### src/rtl/qbert_move_ctrl.sv
// Q*bert jump sequencer: tracks the (row, col) cell on the pyramid, animates
// the sprite offset one step per video frame, and keeps the visited-cube map.
//
// Command handshake: jump_valid/jump_dir form a command that is accepted only
// in the edge where busy is low and jump_dir is a legal code (001..100). While
// busy is high, jump_valid is dropped on the floor (there is no queue), so
// busy acts as the inverted ready of this interface.
module qbert_move_ctrl #(
  parameter int          N_cube     = 28,
  parameter int          N_ROWS     = 7,
  parameter logic [10:0] X_ORIGIN   = 11'd40,
  parameter logic [9:0]  Y_ORIGIN   = 10'd240,
  parameter int          ROW_DX     = 64,
  parameter int          HALF_DY    = 32,
  parameter int          N_STEPS    = 8,
  parameter int          FALL_STEPS = 16
) (
  input  logic              clk,
  input  logic              reset,
  input  logic              frame_tick,
  input  logic              jump_valid,
  input  logic [2:0]        jump_dir,
  input  logic              clear_map,
  output logic              busy,
  output logic [2:0]        qbert_jump,
  output logic              done_move,
  output logic              fell,
  output logic [20:0]       qbert_xy,
  output logic [N_cube-1:0] top_color_map,
  output logic              level_done,
  output logic [1:0]        dbg_state
);

  localparam int CNT_MAX = (FALL_STEPS > N_STEPS) ? FALL_STEPS : N_STEPS;
  localparam int CW      = $clog2(CNT_MAX + 1);
  localparam int RW      = $clog2(N_ROWS);
  localparam int IW      = $clog2(N_cube);

  localparam logic [10:0]   DX_STEP   = 11'(ROW_DX / N_STEPS);
  localparam logic [9:0]    DY_STEP   = 10'(HALF_DY / N_STEPS);
  localparam logic [CW-1:0] MOVE_LAST = CW'(N_STEPS - 1);
  localparam logic [CW-1:0] FALL_LAST = CW'(FALL_STEPS - 1);
  localparam logic [CW-1:0] MOVE_LEN  = CW'(N_STEPS);

  typedef enum logic [1:0] {
    S_IDLE = 2'd0,
    S_MOVE = 2'd1,
    S_LAND = 2'd2,
    S_FALL = 2'd3
  } state_t;

  state_t            state_q, state_d;
  logic [2:0]        dir_q;
  logic [RW-1:0]     row_q, col_q;
  logic [RW-1:0]     tgt_r_q, tgt_c_q;
  logic [CW-1:0]     cnt_q;
  logic [10:0]       x_q;
  logic [9:0]        y_q;
  logic              done_q, fell_q;
  logic [N_cube-1:0] map_q;
  logic              level_q;

  int                tr, tc;
  logic              dir_ok, tgt_off, accept;
  logic              dir_up, dir_right;
  logic [10:0]       step_x;
  logic [9:0]        step_y;
  logic              land_set;
  logic [N_cube-1:0] land_mask;

  // Screen position of a cube's top vertex; arithmetic wraps at the field width.
  function automatic logic [10:0] cube_x(input logic [RW-1:0] r);
    return X_ORIGIN + 11'(int'(r) * ROW_DX);
  endfunction

  function automatic logic [9:0] cube_y(input logic [RW-1:0] r, input logic [RW-1:0] c);
    return Y_ORIGIN - 10'(int'(r) * HALF_DY) + 10'(2 * int'(c) * HALF_DY);
  endfunction

  function automatic logic [IW-1:0] cube_idx(input logic [RW-1:0] r, input logic [RW-1:0] c);
    return IW'((int'(r) * (int'(r) + 1)) / 2 + int'(c));
  endfunction

  // Decode the requested direction into a target cell and flag off-pyramid targets.
  always_comb begin
    tr     = int'(row_q);
    tc     = int'(col_q);
    dir_ok = 1'b1;
    case (jump_dir)
      3'b001: tr = tr - 1;
      3'b010: begin tr = tr - 1; tc = tc - 1; end
      3'b011: begin tr = tr + 1; tc = tc + 1; end
      3'b100: tr = tr + 1;
      default: dir_ok = 1'b0;
    endcase
    tgt_off = (tr < 0) || (tr >= N_ROWS) || (tc < 0) || (tc > tr);
    accept  = (state_q == S_IDLE) && jump_valid && dir_ok;
  end

  // One animation step in the latched direction: up moves -x, right moves +y.
  always_comb begin
    dir_up    = (dir_q == 3'b001) || (dir_q == 3'b010);
    dir_right = dir_q[0];
    step_x    = dir_up    ? (x_q - DX_STEP) : (x_q + DX_STEP);
    step_y    = dir_right ? (y_q + DY_STEP) : (y_q - DY_STEP);
    land_set  = (state_q == S_MOVE) && frame_tick && (cnt_q == MOVE_LAST);
    land_mask = {{(N_cube-1){1'b0}}, 1'b1} << cube_idx(tgt_r_q, tgt_c_q);
  end

  // State register.
  always_ff @(posedge clk or negedge reset) begin
    if (!reset) state_q <= S_IDLE;
    else        state_q <= state_d;
  end

  // Next-state logic: the last counted tick of a move enters LAND, the last
  // tick of a fall returns straight to IDLE.
  always_comb begin
    state_d = state_q;
    case (state_q)
      S_IDLE: if (accept) state_d = tgt_off ? S_FALL : S_MOVE;
      S_MOVE: if (frame_tick && (cnt_q == MOVE_LAST)) state_d = S_LAND;
      S_LAND: state_d = S_IDLE;
      S_FALL: if (frame_tick && (cnt_q == FALL_LAST)) state_d = S_IDLE;
      default: state_d = S_IDLE;
    endcase
  end

  // Position, counter and done/fell pulses; landing snaps to the exact cube spot.
  always_ff @(posedge clk or negedge reset) begin
    if (!reset) begin
      dir_q   <= 3'b000;
      row_q   <= '0;
      col_q   <= '0;
      tgt_r_q <= '0;
      tgt_c_q <= '0;
      cnt_q   <= '0;
      x_q     <= X_ORIGIN;
      y_q     <= Y_ORIGIN;
      done_q  <= 1'b0;
      fell_q  <= 1'b0;
    end else begin
      done_q <= 1'b0;
      fell_q <= 1'b0;
      case (state_q)
        S_IDLE: begin
          if (accept) begin
            dir_q   <= jump_dir;
            tgt_r_q <= RW'(tr);
            tgt_c_q <= RW'(tc);
            cnt_q   <= '0;
          end
        end
        S_MOVE: begin
          if (frame_tick) begin
            cnt_q <= cnt_q + 1'b1;
            if (cnt_q == MOVE_LAST) begin
              row_q  <= tgt_r_q;
              col_q  <= tgt_c_q;
              x_q    <= cube_x(tgt_r_q);
              y_q    <= cube_y(tgt_r_q, tgt_c_q);
              done_q <= 1'b1;
            end else begin
              x_q <= step_x;
              y_q <= step_y;
            end
          end
        end
        S_FALL: begin
          if (frame_tick) begin
            cnt_q <= cnt_q + 1'b1;
            if (cnt_q == FALL_LAST) begin
              row_q  <= '0;
              col_q  <= '0;
              x_q    <= X_ORIGIN;
              y_q    <= Y_ORIGIN;
              done_q <= 1'b1;
              fell_q <= 1'b1;
            end else if (cnt_q < MOVE_LEN) begin
              x_q <= step_x;
              y_q <= step_y;
            end else begin
              x_q <= x_q + DX_STEP;
            end
          end
        end
        default: ;
      endcase
    end
  end

  // Visited map: clear wins over history but never over a same-cycle landing.
  always_ff @(posedge clk or negedge reset) begin
    if (!reset) begin
      map_q   <= '0;
      level_q <= 1'b0;
    end else begin
      if (clear_map)     map_q <= land_set ? land_mask : '0;
      else if (land_set) map_q <= map_q | land_mask;
      level_q <= &map_q;
    end
  end

  assign busy          = (state_q != S_IDLE);
  assign qbert_jump    = busy ? dir_q : 3'b000;
  assign done_move     = done_q;
  assign fell          = fell_q;
  assign qbert_xy      = {x_q, y_q};
  assign top_color_map = map_q;
  assign level_done    = level_q;
  assign dbg_state     = state_q;

endmodule

### config.mk
export PLATFORM = sky130hd
export DESIGN_NAME = qbert_move_ctrl
export DESIGN_NICKNAME = d
export VERILOG_FILES = /design/src/rtl/qbert_move_ctrl.sv
export SDC_FILE = /design/constraint.sdc
export NUM_CORES = 1
export LEC_CHECK = 0
export BUFFER_PORTS_ARGS = -buffer_cell sky130_fd_sc_hd__buf_4
export CAP_MARGIN = 20
export CORE_ASPECT_RATIO = 1.5
export CORE_MARGIN = 4
export CORE_UTILIZATION = 57
export CTS_CLUSTER_SIZE = 28
export DETAILED_ROUTE_END_ITERATION = 10
export PLACE_DENSITY = 0.8
export SKIP_LAST_GASP = 1
export SYNTH_ARGS = -nofsm -noshare
export SYNTH_HDL_FRONTEND = slang
export SYNTH_SLANG_ARGS = --single-unit
export TNS_END_PERCENT = 5
### constraint.sdc
create_clock -name clk -period 4.1 [get_ports clk]
set_input_delay 0.615 -clock clk [delete_from_list [all_inputs] [get_ports clk]]
set_output_delay 0.615 -clock clk [all_outputs]
set_load 0.01 [all_outputs]
==> flow_summary.ini <==
[outcome]
outcome = finished, final reports clean

[layout]
nets = 595
finish.utilization = 0.694
fill_cells = 605
final_cell_mix = dfrtp_1 (63), buf_4 (63), nand2_1 (54)
fin_area_um2 = 5320
synthToLayoutAreaGrowth_pct = 17.7
drive_gt1_frac = 0.164
diodes = 0

[yosys]
synthTopCellsByArea = dfrtp_1 (35%), ha_1 (8.6%), o2bb2ai_1 (4.8%)
synth_edf_count = 0
ys_types = 62
synthCells = 499
synth-simple-area-share = 0.187
synth_top_family_by_area = compound AO/OA/AOI/OAI gates
synth-compound-area-share = 0.206
synth_xor_area_frac = 0.0515
ys_ff_latch = 69
yosys.area.top_type = dfrtp_1
syn_area_per_cell_um2 = 9.06
synth-adder-area-share = 0.108
syn_area_um2 = 4520
synth_top_cell_area_share = 0.349
ys_warn_count = 0
synth_mux_area_frac = 0.00886
ys.flop_type = dfrtp_1
synth_seq_area_share = 0.384
async_flop_share = 1.00

[timing]
post-route-period-util = 0.930
worstMarginPinSlew_ns = 0.853
max_slew_margin = 0.431
timing.setup.tns_ns = 0
fmax_mhz = 262
rsz0062_at_grt = no
setup_viol = 0
slew_violations = 0
whs_ns = 0.384
period_needed_ns = 3.81
clock-skew-final_ns = 0.00680
hold_viol = 0

[routing]
routedWlPerCell_um = 17.6
dr.pass1.iters = 4
ant_nets = 0
wl_mm = 11.6
viasPerCell = 6.08
vias = 4001
drcViolationCount = 0
drt_iter0_drc = 223

[clock_network]
cts_hold_buf = 0
h-tree-depth = 3
cts_buffers = 9
cts_tree = yes
clockBufferDepth = 2
cts.sink_count = 69
clk_latency_ns = 0.34
cts.reportedPaths.clkPinSlew_ns = 0.06
cts-root-buf = clkbuf_16

[floorplan]
core_area_um2 = 7660
io_pins = 66
start_util = 0.590
die-area_um2 = 9450
die-height_um = 117
die_w_um = 80.7
rows = 39

[worst_setup_path]
crit_family = adder cells
critPathMaxStageDelay_ns = 0.51
crit_fanout = 9
arrival_ns = 4.01
path_cells = ha_1 -> inv_1 -> ha_1 -> nor2_1 -> fa_1 -> fa_1 -> ha_1 -> a21oi_1 -> or2_2 -> a21oi_1 -> o21ai_0 -> o2bb2ai_1
path_common_cell = ha_1
crit_path_end_kind = register
required_ns = 4.30
path_class = reg -> reg
worstSetupStartpointType = register
critPathBufInv = 1
crit_slowest_cell = dfrtp_1
ff2ff_setup_slack_ns = 0.29

[grt]
grt_pass1_vias = 3933
grtUsageTotal = 0.268
grt_pass1_wl_mm = 19.7
antenna_found_initial = 0
grt-ovfl-total = 0
grt_max_degree = 70

[placed_design]
placed_cell_area_um2 = 5010
hpwl_mm = 8.46
gp_congestion = 0.873
portBuffers = 60

[power]
finalPower_mw = 4.43
ir_worst_vdd_mv = 0.487
power_density_nw_per_um2 = 834
p_leak_nw = 2.48

[worst_hold_path]
hold_class = in -> async

[job]
drv_cap = 0
-- power by group --
group / internal (mW) / switching [mW] / total, mW
registers: 0.876 / 0.285 / 1.16
clock network: 0.520 / 0.289 / 0.809
logic: 1.03 / 1.44 / 2.46
total: 2.42 / 2.01 / 4.43
-- final cells by class --
cell class	count	area, µm²	area share
clock buffers	13	270	0.0508
clock inverters	3	42.5	0.00800
multi-input cells	377	2550	0.480
well taps	102	128	0.0240
flip-flops and latches	69	1730	0.326
repair buffers	63	473	0.0889
inverters	31	116	0.0219
-- per-layer routing --
metal / track usage / wire (µm) / vias to the layer above
met5: 0 / 0 / -
met4: 0.118 / 317 / 0
met3: 0.0406 / 495 / 27
met2: 0.478 / 6240 / 139
met1: 0.318 / 4560 / 1933
li1: - / - / 1902
-- cells by family after synthesis --
kind of cell / Yosys count
compound gates: 138
fa+ha+maj: 36
xor+xnor: 25
simple gates: 169
other cells: 1
mux: 4
buf+inv: 57
flops: 69
-- registers in the layout (all words and copies together), names as in the netlist --
register / cells
cnt_q: 5
col_q: 3
dbg_state: 2
dir_q: 3
done_move: 1
fell: 1
level_done: 1
row_q: 3
tgt_c_q: 3
tgt_r_q: 3
top_color_map: 28
x_q: 8
y_q: 8
-- Yosys cell counts (2+ instances only) --
library cell and count:
o22ai_1 5, nand2b_1 6, buf_4 5, o31ai_1 7
xnor2_1 12, dfrtp_1 63, or4_1 3, o221ai_1 2
and3_1 7, o2bb2ai_1 25, mux2i_1 4, clkbuf_1 15
inv_1 30, a21o_1 4, a211oi_1 3, nand2_1 54
ha_1 31, o32ai_1 3, buf_2 3, o21a_1 4
o21ai_1 3, a32oi_1 2, a41oi_1 3, nor4_1 3
a31oi_1 5, a21oi_1 17, a22oi_1 7, nand3_1 20
nand4_1 10, nand3b_1 2, nor2_1 32, and2_1 3
fa_1 5, o21bai_1 3, o21ai_0 38, dfstp_2 6
nor2b_1 9, or4_4 2, nor3_1 9, xor2_1 12
-- timing repair --
action / 4_1_cts / 5_1_grt
setup endpoints to repair: 0 / 10
gates resized for setup: 0 / 1
setup buffers: 0 / 0
-- worst paths after layout --
check	startpoint	end	depth (start not counted)
worst min-delay path	reset	top_color_map[17]	1
worst max register to register	tgt_r_q[1]	top_color_map[13]	12
worst min register to register	y_q[4]	y_q[4]	2
min in group clk	y_q[4]	y_q[4]	2
worst max-delay path	tgt_r_q[1]	top_color_map[13]	12
max in group asynchronous	reset	y_q[2]	1
-- per-stage QoR --
stage               worst slack (ns)  std cells
finish                         0.287        658
global route                 0.00831        658
CTS                            0.232        658
detailed placement             0.318        642
global placement               0.506        641
floorplan                      0.650        503
(Power assumes the default switching activity.)
